--- src/rtl/rv_pkg.sv ---
// Shared definitions for the RV32I instruction encoder.
//   fmt_e        : request format code (R, I, S, B, U, J; 6-7 illegal)
//   OPC_*        : RV32I major opcodes used by the sequencer / ROM loader
//   NOP_WORD_DFLT: canonical NOP (addi x0,x0,0)
//   enc_res_t    : one encoded result (word + error flag)
package rv_pkg;

  typedef enum logic [2:0] {
    FMT_R = 3'd0,
    FMT_I = 3'd1,
    FMT_S = 3'd2,
    FMT_B = 3'd3,
    FMT_U = 3'd4,
    FMT_J = 3'd5
  } fmt_e;

  localparam logic [6:0] OPC_OP_IMM = 7'b0010011;
  localparam logic [6:0] OPC_LOAD   = 7'b0000011;
  localparam logic [6:0] OPC_JALR   = 7'b1100111;
  localparam logic [6:0] OPC_STORE  = 7'b0100011;
  localparam logic [6:0] OPC_BRANCH = 7'b1100011;
  localparam logic [6:0] OPC_LUI    = 7'b0110111;
  localparam logic [6:0] OPC_AUIPC  = 7'b0010111;
  localparam logic [6:0] OPC_JAL    = 7'b1101111;
  localparam logic [6:0] OPC_OP     = 7'b0110011;

  localparam logic [31:0] NOP_WORD_DFLT = 32'h0000_0013;

  typedef struct packed {
    logic [31:0] instr;
    logic        err;
  } enc_res_t;

endpackage

--- src/rtl/rv_instr_encoder_if.sv ---
// Request/response bus of the instruction encoder.
//   in_*  : request side (valid/ready + instruction fields, imm sign-extended)
//   out_* : response side (valid/ready + encoded word + error flag)
// master: request producer / response consumer. slave: the encoder.
interface rv_instr_encoder_if;
  logic        in_valid;
  logic        in_ready;
  logic [2:0]  in_fmt;
  logic [6:0]  in_opcode;
  logic [4:0]  in_rd;
  logic [4:0]  in_rs1;
  logic [4:0]  in_rs2;
  logic [2:0]  in_funct3;
  logic [6:0]  in_funct7;
  logic [31:0] in_imm;
  logic        out_valid;
  logic        out_ready;
  logic [31:0] out_instr;
  logic        out_err;

  modport master (
    output in_valid, in_fmt, in_opcode, in_rd, in_rs1, in_rs2,
           in_funct3, in_funct7, in_imm, out_ready,
    input  in_ready, out_valid, out_instr, out_err
  );

  modport slave (
    input  in_valid, in_fmt, in_opcode, in_rd, in_rs1, in_rs2,
           in_funct3, in_funct7, in_imm, out_ready,
    output in_ready, out_valid, out_instr, out_err
  );
endinterface

--- src/rtl/rv_instr_pack.sv ---
// Combinational RV32I field packer.
//   fmt_i, opcode_i, rd_i, rs1_i, rs2_i, funct3_i, funct7_i, imm_i : request
//   instr_o : packed 32-bit word (NOP_WORD for illegal fmt)
//   err_o   : illegal fmt, or immediate out of range when
//             RV_INSTR_ENC_RANGE_CHECK_EN is defined (word still encoded,
//             high bits truncated).
module rv_instr_pack
  import rv_pkg::*;
#(
  parameter logic [31:0] NOP_WORD = NOP_WORD_DFLT
) (
  input  logic [2:0]  fmt_i,
  input  logic [6:0]  opcode_i,
  input  logic [4:0]  rd_i,
  input  logic [4:0]  rs1_i,
  input  logic [4:0]  rs2_i,
  input  logic [2:0]  funct3_i,
  input  logic [6:0]  funct7_i,
  input  logic [31:0] imm_i,
  output logic [31:0] instr_o,
  output logic        err_o
);

  logic illegal;
  logic rc_err;

  always_comb begin
    instr_o = NOP_WORD;
    illegal = 1'b0;
    case (fmt_i)
      FMT_R: instr_o = {funct7_i, rs2_i, rs1_i, funct3_i, rd_i, opcode_i};
      FMT_I: instr_o = {imm_i[11:0], rs1_i, funct3_i, rd_i, opcode_i};
      FMT_S: instr_o = {imm_i[11:5], rs2_i, rs1_i, funct3_i, imm_i[4:0], opcode_i};
      FMT_B: instr_o = {imm_i[12], imm_i[10:5], rs2_i, rs1_i, funct3_i,
                        imm_i[4:1], imm_i[11], opcode_i};
      FMT_U: instr_o = {imm_i[31:12], rd_i, opcode_i};
      FMT_J: instr_o = {imm_i[20], imm_i[10:1], imm_i[11], imm_i[19:12],
                        rd_i, opcode_i};
      default: illegal = 1'b1;
    endcase
  end

`ifdef RV_INSTR_ENC_RANGE_CHECK_EN
  // An immediate fits when every bit above the field's sign bit equals it,
  // i.e. the slice from the sign bit upward is all-ones or all-zeros.
  always_comb begin
    rc_err = 1'b0;
    case (fmt_i)
      FMT_I, FMT_S: rc_err = !((&imm_i[31:11]) || !(|imm_i[31:11]));
      FMT_B:        rc_err = !((&imm_i[31:12]) || !(|imm_i[31:12])) || imm_i[0];
      FMT_J:        rc_err = !((&imm_i[31:20]) || !(|imm_i[31:20])) || imm_i[0];
      FMT_U:        rc_err = |imm_i[11:0];
      default:      rc_err = 1'b0;
    endcase
  end
`else
  assign rc_err = 1'b0;
`endif

  assign err_o = illegal | rc_err;

endmodule

--- src/rtl/rv_instr_encoder.sv ---
// Pipelined RV32I instruction encoder (inverse of the core's decode).
//   clk, rst_n : clock, asynchronous active-low reset
//   bus        : rv_instr_encoder_if.slave (request in, encoded word out)
//   err_count  : saturating count of errored words taken by the consumer
// One output register plus a one-entry skid buffer: in_ready is a flop
// (!skid valid), so the upstream never sees a combinational path from
// out_ready, yet back-to-back transfers run at full rate.
// Optional macro RV_INSTR_ENC_RANGE_CHECK_EN enables immediate range
// checks and the error counter; without it err_count is tied to zero.
module rv_instr_encoder
  import rv_pkg::*;
#(
  parameter int          ERR_CNT_W = 16,
  parameter logic [31:0] NOP_WORD  = NOP_WORD_DFLT
) (
  input  logic                 clk,
  input  logic                 rst_n,
  rv_instr_encoder_if.slave    bus,
  output logic [ERR_CNT_W-1:0] err_count
);

  enc_res_t pack_res;
  enc_res_t out_q, out_d;
  enc_res_t skid_q, skid_d;
  logic     out_vld_q, out_vld_d;
  logic     skid_vld_q, skid_vld_d;
  logic     in_xfer, out_xfer;

  rv_instr_pack #(.NOP_WORD(NOP_WORD)) u_pack (
    .fmt_i    (bus.in_fmt),
    .opcode_i (bus.in_opcode),
    .rd_i     (bus.in_rd),
    .rs1_i    (bus.in_rs1),
    .rs2_i    (bus.in_rs2),
    .funct3_i (bus.in_funct3),
    .funct7_i (bus.in_funct7),
    .imm_i    (bus.in_imm),
    .instr_o  (pack_res.instr),
    .err_o    (pack_res.err)
  );

  assign bus.in_ready  = !skid_vld_q;
  assign bus.out_valid = out_vld_q;
  assign bus.out_instr = out_q.instr;
  assign bus.out_err   = out_q.err;

  assign in_xfer  = bus.in_valid && !skid_vld_q;
  assign out_xfer = out_vld_q && bus.out_ready;

  // Skid only fills while the output is stalled, so whenever the output
  // frees up with the skid full there can be no input transfer that cycle.
  always_comb begin
    out_d      = out_q;
    out_vld_d  = out_vld_q;
    skid_d     = skid_q;
    skid_vld_d = skid_vld_q;
    if (!out_vld_q || out_xfer) begin
      if (skid_vld_q) begin
        out_d      = skid_q;
        out_vld_d  = 1'b1;
        skid_vld_d = 1'b0;
      end else if (in_xfer) begin
        out_d     = pack_res;
        out_vld_d = 1'b1;
      end else begin
        out_vld_d = 1'b0;
      end
    end else if (in_xfer) begin
      skid_d     = pack_res;
      skid_vld_d = 1'b1;
    end
  end

  always_ff @(posedge clk or negedge rst_n) begin
    if (!rst_n) begin
      out_q      <= '0;
      out_vld_q  <= 1'b0;
      skid_q     <= '0;
      skid_vld_q <= 1'b0;
    end else begin
      out_q      <= out_d;
      out_vld_q  <= out_vld_d;
      skid_q     <= skid_d;
      skid_vld_q <= skid_vld_d;
    end
  end

`ifdef RV_INSTR_ENC_RANGE_CHECK_EN
  logic [ERR_CNT_W-1:0] err_cnt_q, err_cnt_d;

  always_comb begin
    err_cnt_d = err_cnt_q;
    if (out_xfer && out_q.err && (err_cnt_q != '1))
      err_cnt_d = err_cnt_q + ERR_CNT_W'(1);
  end

  always_ff @(posedge clk or negedge rst_n) begin
    if (!rst_n) err_cnt_q <= '0;
    else        err_cnt_q <= err_cnt_d;
  end

  assign err_count = err_cnt_q;
`else
  assign err_count = '0;
`endif

endmodule
--- src/flat_wrapper.sv ---
// flat-port wrapper written by rule: the top's interface ports become plain ports
module rv_instr_encoder_flat import rv_pkg::*;
#(
  parameter int          ERR_CNT_W = 16,
  parameter logic [31:0] NOP_WORD  = NOP_WORD_DFLT
)
  (clk, rst_n, err_count, bus_in_valid, bus_in_fmt, bus_in_opcode, bus_in_rd, bus_in_rs1, bus_in_rs2, bus_in_funct3, bus_in_funct7, bus_in_imm, bus_out_ready, bus_in_ready, bus_out_valid, bus_out_instr, bus_out_err);
  rv_instr_encoder_if bus_i ();
  input  logic clk;
  input  logic rst_n;
  output logic [ERR_CNT_W-1:0] err_count;
  input wire logic [$bits(bus_i.in_valid)-1:0] bus_in_valid;
  input wire logic [$bits(bus_i.in_fmt)-1:0] bus_in_fmt;
  input wire logic [$bits(bus_i.in_opcode)-1:0] bus_in_opcode;
  input wire logic [$bits(bus_i.in_rd)-1:0] bus_in_rd;
  input wire logic [$bits(bus_i.in_rs1)-1:0] bus_in_rs1;
  input wire logic [$bits(bus_i.in_rs2)-1:0] bus_in_rs2;
  input wire logic [$bits(bus_i.in_funct3)-1:0] bus_in_funct3;
  input wire logic [$bits(bus_i.in_funct7)-1:0] bus_in_funct7;
  input wire logic [$bits(bus_i.in_imm)-1:0] bus_in_imm;
  input wire logic [$bits(bus_i.out_ready)-1:0] bus_out_ready;
  output wire logic [$bits(bus_i.in_ready)-1:0] bus_in_ready;
  output wire logic [$bits(bus_i.out_valid)-1:0] bus_out_valid;
  output wire logic [$bits(bus_i.out_instr)-1:0] bus_out_instr;
  output wire logic [$bits(bus_i.out_err)-1:0] bus_out_err;
  assign bus_i.in_valid = bus_in_valid;
  assign bus_i.in_fmt = bus_in_fmt;
  assign bus_i.in_opcode = bus_in_opcode;
  assign bus_i.in_rd = bus_in_rd;
  assign bus_i.in_rs1 = bus_in_rs1;
  assign bus_i.in_rs2 = bus_in_rs2;
  assign bus_i.in_funct3 = bus_in_funct3;
  assign bus_i.in_funct7 = bus_in_funct7;
  assign bus_i.in_imm = bus_in_imm;
  assign bus_i.out_ready = bus_out_ready;
  assign bus_in_ready = bus_i.in_ready;
  assign bus_out_valid = bus_i.out_valid;
  assign bus_out_instr = bus_i.out_instr;
  assign bus_out_err = bus_i.out_err;
  rv_instr_encoder #(.ERR_CNT_W(ERR_CNT_W), .NOP_WORD(NOP_WORD)) u_core (.clk(clk), .rst_n(rst_n), .bus(bus_i), .err_count(err_count));
endmodule
--- config.mk ---
export PLATFORM = sky130hd
export DESIGN_NAME = rv_instr_encoder_flat
export DESIGN_NICKNAME = d
export VERILOG_FILES = /design/src/rtl/rv_pkg.sv /design/src/rtl/rv_instr_encoder_if.sv /design/src/rtl/rv_instr_pack.sv /design/src/rtl/rv_instr_encoder.sv /design/src/flat_wrapper.sv
export SDC_FILE = /design/constraint.sdc
export NUM_CORES = 1
export LEC_CHECK = 0
export BUFFER_PORTS_ARGS = -buffer_cell sky130_fd_sc_hd__clkbuf_2
export CAP_MARGIN = 20
export CORE_MARGIN = 4
export CORE_UTILIZATION = 45
export DETAILED_ROUTE_END_ITERATION = 7
export GPL_TIMING_DRIVEN = 0
export PLACE_DENSITY = 0.73
export RECOVER_POWER = 25
export SETUP_SLACK_MARGIN = 0.1
export SYNTH_ARGS = -nofsm -noshare
export SYNTH_HDL_FRONTEND = slang
export SYNTH_SLANG_ARGS = --single-unit
--- constraint.sdc ---
create_clock -name clk -period 1.4 [get_ports clk]
set_input_delay 0.14 -clock clk [delete_from_list [all_inputs] [get_ports clk]]
set_output_delay 0.14 -clock clk [all_outputs]
set_load 0.02 [all_outputs]
==> results.md <==
* Vias in the first global route at roughly 3000
* Area of the mapped netlist at approximately 3500 sq um
* Pin count of the biggest net entering global routing at 69
* MaxCap Viol Count at 0
* Row count at 32
* Tmin final at 1317 ps
* Post-Route WL at around 10 mm
* Final Max Tran Viols at 0
* First-pass GRT wire length at approximately 15 mm
* Placement Setup Slack at -64.49 ps
* Starting DRC count in detailed routing at about 190
* Die Width at 96.58 microns
* Count of yosys warnings during synthesis at 0
* Cell area power density at ~1300 nW/um^2
* Initial antenna violation count at 0
* Number of ports placed on the die boundary at approximately 120
* Overall die height at between 90 and 100 microns
* TritonCTS clock tree: done
* Fraction of power consumed by the clock network at approximately 28%
* Die ar. at 9328 sq um
* Setup-failing EPs final at 0
* Count of buffers inserted at the top-level ports at 104
* Leading area contributor after synthesis: sky130_fd_sc_hd__dfrtp_1
* First drt pass iteration count at 4
* Number of distinct standard cells referenced by the synthesized netlist at between 40 and 50
* Status: complete, no violations
* H-tree level count at 3
* Area share of the largest cell type after synthesis at roughly half
* Crit Path Class: flip-flop to flip-flop
* Maximum clock rate at about 760 MHz
* Post-detailed-route count of antenna-violating nets at 0
* Async SR Flop Fraction at between 90% and 100%
* Insertion delay to the later sink of the worst-skew pair at about 350 ps
* Proportion of total power due to net switching at 33.45%
* Remaining global-route overflow at 0
* Sum Neg Setup Slack at 0 ps
* Buffers from clock root to sink, at most at 2
* Sequential power share at between 40% and 50%
* Via density per instance at about 5.2
* Startpoint types: flip-flop
* Placed Cells at between 500 and 600
* Final Non-Filler Cells at 614
* Number of clock buffers inserted by TritonCTS at 9
* Arrival time at the worst endpoint at between 1500 and 2000 ps
* Count of endpoints failing hold in the final timing report at 0
* Final setup slack of the worst path at 83.21 ps
* # fillers at 692
* NumNets Final at approximately 580
* Fraction of power consumed by combinational cells at 28.5%
* Int Power at 3.933 mW
* Net load switching power at between 1.5 and 2 mW
* Endpoint kind of the worst setup timing path: flip-flop
* Fraction of final layout cells sized beyond drive strength 1 at between 40% and 50%
* Final antenna diode count at 0
* Total via count in the routed design at 3200
* Cell types occupying the most area after synthesis: sky130_fd_sc_hd__dfrtp_1, sky130_fd_sc_hd__o21ai_0, sky130_fd_sc_hd__nand2_1, sky130_fd_sc_hd__mux2_2, sky130_fd_sc_hd__buf_4
* Final hold slack at slightly above 40 ps
* Post-route clock period utilization at 94.06%
* Data required, critical path at between 1500 and 2000 ps
* Wire per inst at 15.98 microns
* Most instantiated flip-flop cell in the synthesis netlist: sky130_fd_sc_hd__dfrtp_1
* TritonCTS Sinks at 68
* GP Congestion at ~0.84
* Drc violations at 0
* Total Routing Usage GR at 21.12%
* Post-synth EDFFs at 0
* Class of the worst hold path: primary input to flip-flop
* RSZ-0062 raised after global routing: yes
* Sequential fraction of the synthesis area at between 40% and 50%
* Detailed placer's ending HPWL at 6.969 mm
* Clock input transition at the sequential cells of the worst setup and hold paths at ~70 ps
* Syn avg cell area at approximately 9.6 sq um
* Core Area at around 7700 sq um
* Gate Count Post-Synth at 369
* Register-to-register setup slack at about 83 ps
* Synth-to-Final Area Change at 32.49%
* Total of flip-flops plus latches after synthesis at 68
* Initial core utilization at a little under half
* Max FO, Critical Path at 10
* Clock root buffer: sky130_fd_sc_hd__clkbuf_8
* Max IR drop VDD at 0.0005338 V
* Final Skew at around 7.6 ps
* Static Leak at approximately 2.3 nW
path summary, 6_finish.rpt:
| kind | start | to | depth (start not counted) |
|---|---|---|---|
| min in group asynchronous | rst_n | u_core.skid_q[24] | 3 |
| worst max-delay path | u_core.bus.out_valid | u_core.bus.out_instr[18] | 4 |
| worst min-delay path | bus_in_opcode[6] | u_core.skid_q[7] | 3 |
| worst max register to register | u_core.bus.out_valid | u_core.bus.out_instr[18] | 4 |
| worst min register to register | u_core.bus.out_instr[0] | u_core.bus.out_instr[0] | 2 |
| max in group asynchronous | rst_n | u_core.bus.out_instr[22] | 3 |
cell type report:
| cell class | count | area [sq um] | area share [%] |
|---|---|---|---|
| buffer | 42 | 360.3 | 7.703 |
| clock buffer | 10 | 137.6 | 2.942 |
| clock inverter | 6 | 63.81 | 1.364 |
| inverter | 5 | 21.27 | 0.4547 |
| multi-input combinational | 269 | 1659 | 35.46 |
| sequential | 68 | 1703 | 36.40 |
| tap | 102 | 127.6 | 2.728 |
| timing repair buffer | 112 | 605.6 | 12.94 |
worst max-delay path: stages, from the launching register on:
cell and delay, ps:
sky130_fd_sc_hd__dfrtp_2 430, sky130_fd_sc_hd__nor2b_4 140, sky130_fd_sc_hd__nor2_4 130, sky130_fd_sc_hd__buf_6 170, sky130_fd_sc_hd__mux2_2 340
power groups by stage:
stage	Clock (mW)	Sequential (mW)	Combinational, mW
3_5_place_dp	0	2.61	1.56
3_3_place_gp	0	2.60	1.51
4_1_cts	1.66	2.58	1.61
5_1_grt	1.74	2.63	1.85
6_report	1.64	2.59	1.68
2_1_floorplan	0	2.83	0.738
cell usage in the layout, fill, tap and decap left out, types with 7 or more instances in the layout:
cell,n
sky130_fd_sc_hd__dfrtp_1,67
sky130_fd_sc_hd__mux2_4,8
sky130_fd_sc_hd__a22oi_2,7
sky130_fd_sc_hd__clkbuf_2,104
sky130_fd_sc_hd__mux2i_1,8
sky130_fd_sc_hd__o21a_1,9
sky130_fd_sc_hd__conb_1,16
sky130_fd_sc_hd__and3_1,9
sky130_fd_sc_hd__o21ai_1,18
sky130_fd_sc_hd__clkbuf_8,11
sky130_fd_sc_hd__buf_4,32
sky130_fd_sc_hd__buf_6,9
sky130_fd_sc_hd__a21oi_1,19
sky130_fd_sc_hd__nand2_1,64
sky130_fd_sc_hd__o21ai_0,48
through the flow:
step,util (%),area [sq um],power (mW)
after floorplan,-,3601,3.570
after global placement,55.27,4249,4.109
after detailed placement,55.66,4279,4.174
after CTS,59.47,4572,5.842
after global routing,60.86,4678,6.222
final,60.86,4678,5.910
per-layer routing:
metal	track usage, %	share of wire (%)
met2	32.93	48
met1	29.84	44
met5	0	0
met3	3.486	5.8
met4	7.360	1.8
cells in the mapped netlist (4+ instances only):
| cell type | instances |
|---|---|
| sky130_fd_sc_hd__a211o_1 | 4 |
| sky130_fd_sc_hd__o21a_1 | 9 |
| sky130_fd_sc_hd__a21oi_1 | 20 |
| sky130_fd_sc_hd__buf_2 | 9 |
| sky130_fd_sc_hd__nand2_1 | 65 |
| sky130_fd_sc_hd__dfrtp_1 | 68 |
| sky130_fd_sc_hd__clkbuf_1 | 10 |
| sky130_fd_sc_hd__nor2_1 | 8 |
| sky130_fd_sc_hd__o211ai_1 | 4 |
| sky130_fd_sc_hd__mux2_2 | 12 |
| sky130_fd_sc_hd__buf_4 | 17 |
| sky130_fd_sc_hd__nand3_1 | 5 |
| sky130_fd_sc_hd__o221ai_1 | 4 |
| sky130_fd_sc_hd__buf_6 | 4 |
| sky130_fd_sc_hd__o21ai_0 | 51 |
| sky130_fd_sc_hd__and3_1 | 9 |
| sky130_fd_sc_hd__a22oi_1 | 5 |
| sky130_fd_sc_hd__mux2i_1 | 8 |
| sky130_fd_sc_hd__nor2b_1 | 7 |
| sky130_fd_sc_hd__o21ai_1 | 15 |
| sky130_fd_sc_hd__a22oi_2 | 7 |
state kept, by name, indices dropped and copies added (netlist names):
signal	count
u_core.skid_q	33
u_core.bus.out_valid	1
u_core.bus.out_err	1
u_core.skid_vld_q	1
u_core.bus.out_instr	32
logic make-up after synthesis:
family | Yosys count | synth area share [%]
and+or+nand+nor | 103 | 13.32
muxes | 20 | 6.095
other | 1 | 0.1062
AOI/OAI and AO/OA | 130 | 23.46
DFF | 68 | 48.19
buffers and inverters | 47 | 8.823
repair_timing:
item	CTS	global route
setup buffers	0	4
hold buffers	1	0
endpoints found under the hold margin	68	0
pin swaps	1	1
setup endpoints to repair	66	61
gates cloned	1	1
gates resized for setup	27	40
Note: power is estimated with default switching activity, not from simulation.
